## src/rtl/hbridge_monitor.sv

```systemverilog
// hbridge_monitor
// Receive-side monitor for a 4-bit H-bridge gate bus. It synchronises the bus and
// measures forward/reverse duty over fixed windows. It also flags sticky faults:
// shoot-through (illegal gate patterns) and dead-time violations.
module hbridge_monitor #(
    parameter int WIN_POW   = 16,
    parameter int DUTY_BITS = 10,
    parameter int MIN_DEAD  = 50
) (
    input  logic                 clk,
    input  logic                 reset_n,
    input  logic [3:0]           hb_in,
    input  logic                 clear_fault,
    output logic [DUTY_BITS-1:0] duty_fwd,
    output logic [DUTY_BITS-1:0] duty_rev,
    output logic                 active,
    output logic                 sample_valid,
    output logic                 fault_shoot,
    output logic                 fault_dead
);

    localparam int SHIFT = WIN_POW - DUTY_BITS;
    localparam logic [WIN_POW:0]     DUTY_MAX_W = (WIN_POW+1)'((1 << DUTY_BITS) - 1);
    localparam logic [DUTY_BITS-1:0] DUTY_MAX   = '1;
    localparam logic [6:0]           MIN_DEAD_C = 7'(MIN_DEAD);

    typedef enum logic [1:0] {CLS_IDLE, CLS_FWD, CLS_REV, CLS_ILL} cls_t;
    typedef enum logic [1:0] {POL_NONE, POL_FWD, POL_REV} pol_t;
    typedef enum logic [1:0] {ST_IDLE_GAP, ST_DRV_FWD, ST_DRV_REV} state_t;

    // Synchroniser and classification
    logic [3:0] r_sync1;
    logic [3:0] r_hs;
    cls_t       w_cls;
    logic       w_is_fwd;
    logic       w_is_rev;
    logic       w_is_ill;

    // Window measurement
    logic [WIN_POW-1:0]   r_win_cnt;
    logic [WIN_POW:0]     r_fwd_cnt;
    logic [WIN_POW:0]     r_rev_cnt;
    logic                 w_win_end;
    logic [WIN_POW:0]     w_fwd_total;
    logic [WIN_POW:0]     w_rev_total;
    logic [WIN_POW:0]     w_fwd_q;
    logic [WIN_POW:0]     w_rev_q;
    logic [DUTY_BITS-1:0] w_fwd_duty;
    logic [DUTY_BITS-1:0] w_rev_duty;
    logic [DUTY_BITS-1:0] r_duty_fwd;
    logic [DUTY_BITS-1:0] r_duty_rev;
    logic                 r_active;
    logic                 r_sample_valid;

    // Dead-time tracking
    state_t     r_state;
    pol_t       r_last_pol;
    logic [6:0] r_gap_cnt;
    logic       w_viol;

    // Faults
    logic r_fault_shoot;
    logic r_fault_dead;

    // Two-stage synchroniser for the asynchronous gate bus
    always_ff @(posedge clk or negedge reset_n) begin
        if (!reset_n) begin
            r_sync1 <= '0;
            r_hs    <= '0;
        end else begin
            r_sync1 <= hb_in;
            r_hs    <= r_sync1;
        end
    end

    // Decode the synchronised gate pattern into a bus class
    always_comb begin
        w_cls = CLS_ILL;
        case (r_hs)
            4'b0000: w_cls = CLS_IDLE;
            4'b1001: w_cls = CLS_FWD;
            4'b0110: w_cls = CLS_REV;
            default: w_cls = CLS_ILL;
        endcase
    end

    assign w_is_fwd  = (w_cls == CLS_FWD);
    assign w_is_rev  = (w_cls == CLS_REV);
    assign w_is_ill  = (w_cls == CLS_ILL);
    assign w_win_end = &r_win_cnt;

    // The last cycle of a window still counts, so it is folded into the totals here
    assign w_fwd_total = r_fwd_cnt + {{WIN_POW{1'b0}}, w_is_fwd};
    assign w_rev_total = r_rev_cnt + {{WIN_POW{1'b0}}, w_is_rev};
    assign w_fwd_q     = w_fwd_total >> SHIFT;
    assign w_rev_q     = w_rev_total >> SHIFT;

    // A fully driven window scales to one past full scale, so clamp it
    assign w_fwd_duty = (w_fwd_q > DUTY_MAX_W) ? DUTY_MAX : w_fwd_q[DUTY_BITS-1:0];
    assign w_rev_duty = (w_rev_q > DUTY_MAX_W) ? DUTY_MAX : w_rev_q[DUTY_BITS-1:0];

    // Free-running window counter with per-polarity cycle accumulation and result capture
    always_ff @(posedge clk or negedge reset_n) begin
        if (!reset_n) begin
            r_win_cnt      <= '0;
            r_fwd_cnt      <= '0;
            r_rev_cnt      <= '0;
            r_duty_fwd     <= '0;
            r_duty_rev     <= '0;
            r_active       <= 1'b0;
            r_sample_valid <= 1'b0;
        end else begin
            r_win_cnt      <= r_win_cnt + 1'b1;
            r_sample_valid <= w_win_end;
            if (w_win_end) begin
                r_duty_fwd <= w_fwd_duty;
                r_duty_rev <= w_rev_duty;
                r_active   <= (|w_fwd_total) | (|w_rev_total);
                r_fwd_cnt  <= '0;
                r_rev_cnt  <= '0;
            end else begin
                if (w_is_fwd) r_fwd_cnt <= r_fwd_cnt + 1'b1;
                if (w_is_rev) r_rev_cnt <= r_rev_cnt + 1'b1;
            end
        end
    end

    // A polarity reversal is a violation when it comes straight from driving,
    // or after too short an idle gap. A monitor that has never seen drive accepts anything.
    always_comb begin
        w_viol = 1'b0;
        if (w_is_fwd) begin
            w_viol = (r_state == ST_DRV_REV) ||
                     ((r_state == ST_IDLE_GAP) && (r_last_pol == POL_REV) && (r_gap_cnt < MIN_DEAD_C));
        end else if (w_is_rev) begin
            w_viol = (r_state == ST_DRV_FWD) ||
                     ((r_state == ST_IDLE_GAP) && (r_last_pol == POL_FWD) && (r_gap_cnt < MIN_DEAD_C));
        end
    end

    // Dead-time FSM: tracks the current drive state, the last polarity and the idle gap length
    always_ff @(posedge clk or negedge reset_n) begin
        if (!reset_n) begin
            r_state    <= ST_IDLE_GAP;
            r_last_pol <= POL_NONE;
            r_gap_cnt  <= '0;
        end else begin
            case (w_cls)
                CLS_IDLE: begin
                    if (r_state != ST_IDLE_GAP) begin
                        r_state   <= ST_IDLE_GAP;
                        r_gap_cnt <= 7'd1;
                    end else if (r_gap_cnt < MIN_DEAD_C) begin
                        r_gap_cnt <= r_gap_cnt + 7'd1;
                    end
                end
                CLS_FWD: begin
                    r_state    <= ST_DRV_FWD;
                    r_last_pol <= POL_FWD;
                end
                CLS_REV: begin
                    r_state    <= ST_DRV_REV;
                    r_last_pol <= POL_REV;
                end
                default: begin
                    // An illegal pattern does not count as idle time, so the gap restarts
                    r_state   <= ST_IDLE_GAP;
                    r_gap_cnt <= '0;
                end
            endcase
        end
    end

    // Sticky fault flags; a fresh event beats a simultaneous clear
    always_ff @(posedge clk or negedge reset_n) begin
        if (!reset_n) begin
            r_fault_shoot <= 1'b0;
            r_fault_dead  <= 1'b0;
        end else begin
            if (w_is_ill)         r_fault_shoot <= 1'b1;
            else if (clear_fault) r_fault_shoot <= 1'b0;
            if (w_viol)           r_fault_dead  <= 1'b1;
            else if (clear_fault) r_fault_dead  <= 1'b0;
        end
    end

    assign duty_fwd     = r_duty_fwd;
    assign duty_rev     = r_duty_rev;
    assign active       = r_active;
    assign sample_valid = r_sample_valid;
    assign fault_shoot  = r_fault_shoot;
    assign fault_dead   = r_fault_dead;

endmodule

```

## config.mk

```make
export PLATFORM = sky130hd
export DESIGN_NAME = hbridge_monitor
export DESIGN_NICKNAME = d
export VERILOG_FILES = /design/src/rtl/hbridge_monitor.sv
export SDC_FILE = /design/constraint.sdc
export NUM_CORES = 1
export LEC_CHECK = 0
export CAP_MARGIN = 20
export CORE_MARGIN = 2
export CORE_UTILIZATION = 45
export CTS_CLUSTER_DIAMETER = 100
export DETAILED_ROUTE_END_ITERATION = 8
export DONT_BUFFER_PORTS = 1
export SYNTH_ARGS = -nofsm -noshare
export SYNTH_HDL_FRONTEND = slang
export SYNTH_SLANG_ARGS = --single-unit
```

## constraint.sdc

```tcl
create_clock -name clk -period 7 [get_ports clk]
set_input_delay 1.05 -clock clk [delete_from_list [all_inputs] [get_ports clk]]
set_output_delay 1.05 -clock clk [all_outputs]
set_load 0.02 [all_outputs]
```

## Yosys cells after proc, flatten, opt, wreduce, memory -nomap -nowiden

Cells that the tools add are included.

- Reduce and logical (&&, ||, !) cells: 20
- $add $sub $neg: 6
- Bitwise logic cells: 2
- Multiplexer cells: 18
- Eq/ne operators: 11
- Magnitude comparators: 3

Operator list:

| cell | number |
|---|---|
| $mux 17 | 4 |
| $add 17x1->17 | 2 |
| $add 17x1->17 const B | 2 |
| $reduce_or 17->1 | 2 |
| $gt 11x10->1 const B | 2 |
| $mux 10 | 2 |
| $add 16x1->16 const B | 1 |
| $reduce_and 16->1 | 1 |
| $mux 7 | 2 |
| $pmux 7 s2 | 1 |
| $pmux 2 s3 | 2 |
| $reduce_bool 2->1 | 6 |
| $eq 2x2->1 const B | 4 |
| $add 7x1->7 const B | 1 |
| $lt 7x6->1 const B | 1 |
| $eq 2x1->1 const B | 3 |
| $mux 1 | 5 |
| $eq 4x3->1 const B | 1 |
| $eq 4x4->1 const B | 1 |
| $logic_and 1x1->1 | 4 |
| $logic_not 2->1 | 2 |
| $logic_not 4->1 | 1 |
| $pmux 2 s2 | 1 |
| $ne 3x3->1 const B | 1 |
| 7 further kinds | 8 |

- Logic and storage cells: 74
- Bits of input ports: 7
- Bits in registers: 93

## Longest topological paths before layout

- Depth in word-level cells: 7
- Mapped depth: 14
- Depth with buffers taken out: 13

## Worst setup path after synthesis

Ideal clock, no wire load.

- Path kind: register to register
- Start: reg r_hs[2]
- End: reg r_active, in the netlist active
- Path slack: 4.207 ns
- Arrival time: 2.662 ns
- Stages on the path, launching flop included: 14
- Clock period less this slack: 2.793 ns
- Path through: dfrtp_1 nor2_1 and3_1 inv_1 ha_1 ha_1 ha_1 and4_1 clkbuf_1 a311o_2 a21oi_1 o22ai_1 nor4_1 a21oi_1

- Word-level cells in the longest chain between the ends: 6
- Elaborated cells between the ends (all ways): 11
- Classes of those cells: add/sub (2); eq/ne (4); mux (1); bitwise (1); reduce/logical (3)

RTL lines:

| element | RTL line | source |
|---|---|---|
| start: declaration | 33 | `logic [3:0] r_hs;` |
| start signal: assignment | 72 | `r_hs <= r_sync1;` |
| $eq 4x3->1, or another cell as far along | 79 | `case (r_hs)` |
| $pmux 2 s3 * | 79 |  |
| $eq 2x2->1 * | 88 | `assign w_is_rev = (w_cls == CLS_REV);` |
| named net w_is_rev | 36 | `logic w_is_rev;` |
| $add 17x1->17 * | 94 | `assign w_rev_total = r_rev_cnt + {{WIN_POW{1'b0}}, w_is_rev};` |
| $reduce_or 17->1 * | 118 | `r_active <= (\|w_fwd_total) \| (\|w_rev_total);` |
| $or 1x1->1 * | 118 |  |
| end signal: assignment | 118 |  |
| end: declaration | 52 | `logic r_active;` |

Mark *: on every way through the listed nets, which the timed path passes. The rest lies on a longest branch.
A chain may end at the register's enable or synchronous reset.

## Worst setup path in the final report

- Start: reg r_hs[2]
- End: reg r_active, in the netlist active

- Word-level cells in the longest chain between the ends: 6
- Elaborated cells between the ends (all ways): 11
- Classes of those cells: add/sub (2); eq/ne (4); mux (1); bitwise (1); reduce/logical (3)

RTL lines:

| element | RTL line |
|---|---|
| $eq 4x3->1, or another cell as far along | 79 |
| $pmux 2 s3 * | 79 |
| $eq 2x1->1 / $eq 2x2->1 (equally long branches) | 87, 88 |
| $add 17x1->17, on equally long branches | 93, 94 |
| $reduce_or 17->1 | 118 |
| $or 1x1->1 * | 118 |

Every way passes the cells marked *; elsewhere a longest branch is shown, timed or not.

==> out/metrics.csv <==
stage,metric,value,unit
floorplanning,die_area,0.01172,sq mm
layout,final_nets,510,
floorplanning,dieHeight,108.2,microns
layout,final_cell_mix,"dfrtp_1 (93), nor2_1 (82), xnor2_1 (41)",
sta,period_share,0.4893,
drt,ant_nets,0,
min_path,min_path_type,register to register,
layout,antennaDiodeCount,0,
sta,relSlewSlack,0.4226,
global_route,grt.total_usage,0.1802,
sta,tns,0,ns
sta,setup_viol,0,
drt,drt_wl_total,9708,microns
cts,cts_tree,done,
critical_path,end_kind,register,
logic_synthesis,synth.cell_area,0.004890,sq mm
placement,place_congestion,0.8499,
outcome,status,finished clean,
drt,detail_route.vias_per_cell,5.471,
critical_path,cp.arrival,3.67,ns
logic_synthesis,synth_fp_nets,529,
sta,skew,0.01349,ns
layout,fin_util,0.4784,
sta,rsz0062_at_grt,no,
sta,max_freq,292.0,MHz
placement,dp.cells,619,
logic_synthesis,netlist_instances,509,
drt,drc_errors,0,
critical_path,crit_path_start_kind,register,
global_route,overflow,0,
cts,cts_resized,0,
cts,clk_pin_slew,0.10,ns
sta,worst_slew_pin_slew,0.8590,ns
global_route,antenna_found_initial,0,
pwr,power.leakage,2.200,nW
sta,fin_hold_ws,0.3532,ns
layout,final_common_cell,dfrtp_1,
critical_path,crit_fanout,9,
cts,clk_latency,0.37,ns
cts,cts_setup_buffers,0,
job,drv_cap,0,
drt,drt_iter0_drc,163,
cts,cts_hold_buf,0,
cts,cts_buffer_depth,2,
layout,area_growth,4.657,%
global_route,grt_pass1_vias,3522,
floorplanning,fp.dieW,108.2,microns
pwr,pwr_density_cell,211.5,mW/mm^2
placement,portBuffers,0,
sta,drv_slew,0,
logic_synthesis,syn_area_per_cell,9.606,sq um
logic_synthesis,yosysWarnings,0,
floorplanning,io_pins,31,
layout,fin_cells,635,
floorplanning,core-area,0.01070,sq mm
cts,clock_sinks,93,
critical_path,timing_worst_setup_path_type,register to register,
global_route,grt_first_pass_wirelength,16660,microns
sta,hold_viol,0,
cts,clockRootBuffer,clkbuf_8,
pwr,peakVddDrop,0.0001087,V
logic_synthesis,ys_types,50,
sta,min_period,3.425,ns
drt,via_count,3474,
drt,wl_per_cell,15.29,microns
layout,seqCellArea,0.002327,sq mm
layout,drive_gt1_frac,0.06465,
cts,cts_max_level,3,
layout,nFillCells,993,
logic_synthesis,seq_area_frac_synth,0.4759,
critical_path,worstPathRequired,7.25,ns
floorplanning,initial_core_util,0.4571,
logic_synthesis,ys_ff_latch,93,
cts,numCtsBuffers,9,
drt,dr.pass1.iters,5,
placement,dp_hpwl,6485,microns
pwr,p_total,1.082,mW
layout,multi_input_area,0.002342,sq mm
global_route,grt_max_degree,94,
floorplanning,rows,38,
==> through the flow <==
stage / setup WS, ns / instance area, sq um
floorplan: 4.207 / 4890
global placement: 3.797 / 4897
detailed placement: 3.609 / 4897
CTS: 3.580 / 5117
global route: 3.264 / 5117
finish: 3.575 / 5117
==> critical path, stage by stage (launching register included) <==
cell and delay (ns):
dfrtp_1 0.40, nor2_1 0.16, and3_1 0.23, ha_1 0.36, ha_1 0.24, ha_1 0.22, nand4_1 0.21, nor4_1 0.39
xor2_1 0.17, or3b_2 0.50, nor4_1 0.31, a21oi_1 0.11
==> registers in the layout, summed over array words and instances (netlist names), 4 cells and up <==
| name | flops |
|---|---|
| r_rev_cnt | 17 |
| duty_fwd | 10 |
| r_hs | 4 |
| duty_rev | 10 |
| r_fwd_cnt | 17 |
| r_win_cnt | 16 |
| r_sync1 | 4 |
| r_gap_cnt | 7 |
==> metal layers <==
metal | up-vias | global-route usage | wire [microns]
met2 | 48 | 0.2866 | 4520
li1 | 1719 | - | -
met1 | 1696 | 0.2413 | 4759
met5 | - | 0 | 0
met3 | 11 | 0.03195 | 252
met4 | 0 | 0.08059 | 176
==> final timing paths <==
path / from / endpoint / slack, ns / depth (start not counted)
setup / recovery: r_hs[2]$_DFF_PN0_ / active$_DFFE_PN0P_ / 3.57 / 11
setup reg to reg: r_hs[2]$_DFF_PN0_ / active$_DFFE_PN0P_ / 3.57 / 11
hold / removal: r_sync1[1]$_DFF_PN0_ / r_hs[1]$_DFF_PN0_ / 0.35 / 0
min in group asynchronous: reset_n / duty_rev[7]$_DFFE_PN0P_ / 0.36 / 0
max in group asynchronous: reset_n / r_fwd_cnt[11]$_DFFE_PN0P_ / 6.47 / 0
hold reg to reg: r_sync1[1]$_DFF_PN0_ / r_hs[1]$_DFF_PN0_ / 0.35 / 0
==> area by class of cell <==
class | instances | area share
tap | 140 | 0.03423
clock inverter | 7 | 0.01883
sequential | 93 | 0.4548
multi-input combinational | 374 | 0.4577
timing repair buffer | 2 | 0.002934
inverter | 10 | 0.007335
clock buffer | 9 | 0.02421
==> power by group <==
| group | leakage (nW) | internal, mW | switching, mW |
|---|---|---|---|
| clock network | 0.114 | 0.204 | 0.201 |
| logic | 0.838 | 0.0366 | 0.0351 |
| registers | 1.25 | 0.562 | 0.0440 |
==> cell usage after synthesis (all sizes together) <==
cell	n	area (sq um)
o41ai	2	17.52
nand3	28	140.1
dfrtp	93	2327
inv	10	37.54
xor2	29	254.0
buf	17	122.6
xnor2	41	359.1
nor4b	1	8.760
and4	6	52.55
o21ai	11	55.05
a22o	1	8.760
o211a	1	10.01
clkbuf	15	66.31
nand2	29	108.9
o211ai	1	7.510
mux2i	2	20.02
nor4	9	68.81
a31oi	6	37.54
nand2b	2	12.51
or3b	1	8.760
o221ai	1	8.760
or4	3	22.52
nor2b	2	12.51
and3	10	63.81
nor2	83	314.1
nor3	12	65.06
o31a	1	8.760
nor3b	1	7.510
a21oi	29	145.1
mux2	3	33.78
ha	13	162.7
or3	5	31.28
o2bb2ai	1	8.760
o31ai	4	35.03
a311o	1	11.26
o22ai	3	18.77
or2	1	6.260
and2	7	45.05
nand4	24	165.2
==> logic make-up (layout without fill, tap and decap cells) <==
group / Yosys count / after routing / share of synthesized area
mux: 5 / 5 / 0.01100
fa+ha+maj: 13 / 13 / 0.03327
buf+inv: 42 / 28 / 0.04631
compound gates: 62 / 62 / 0.07626
flops: 93 / 93 / 0.4759
xor+xnor: 70 / 70 / 0.1254
simple gates: 224 / 224 / 0.2318
Power figures use the tool's default switching activity.
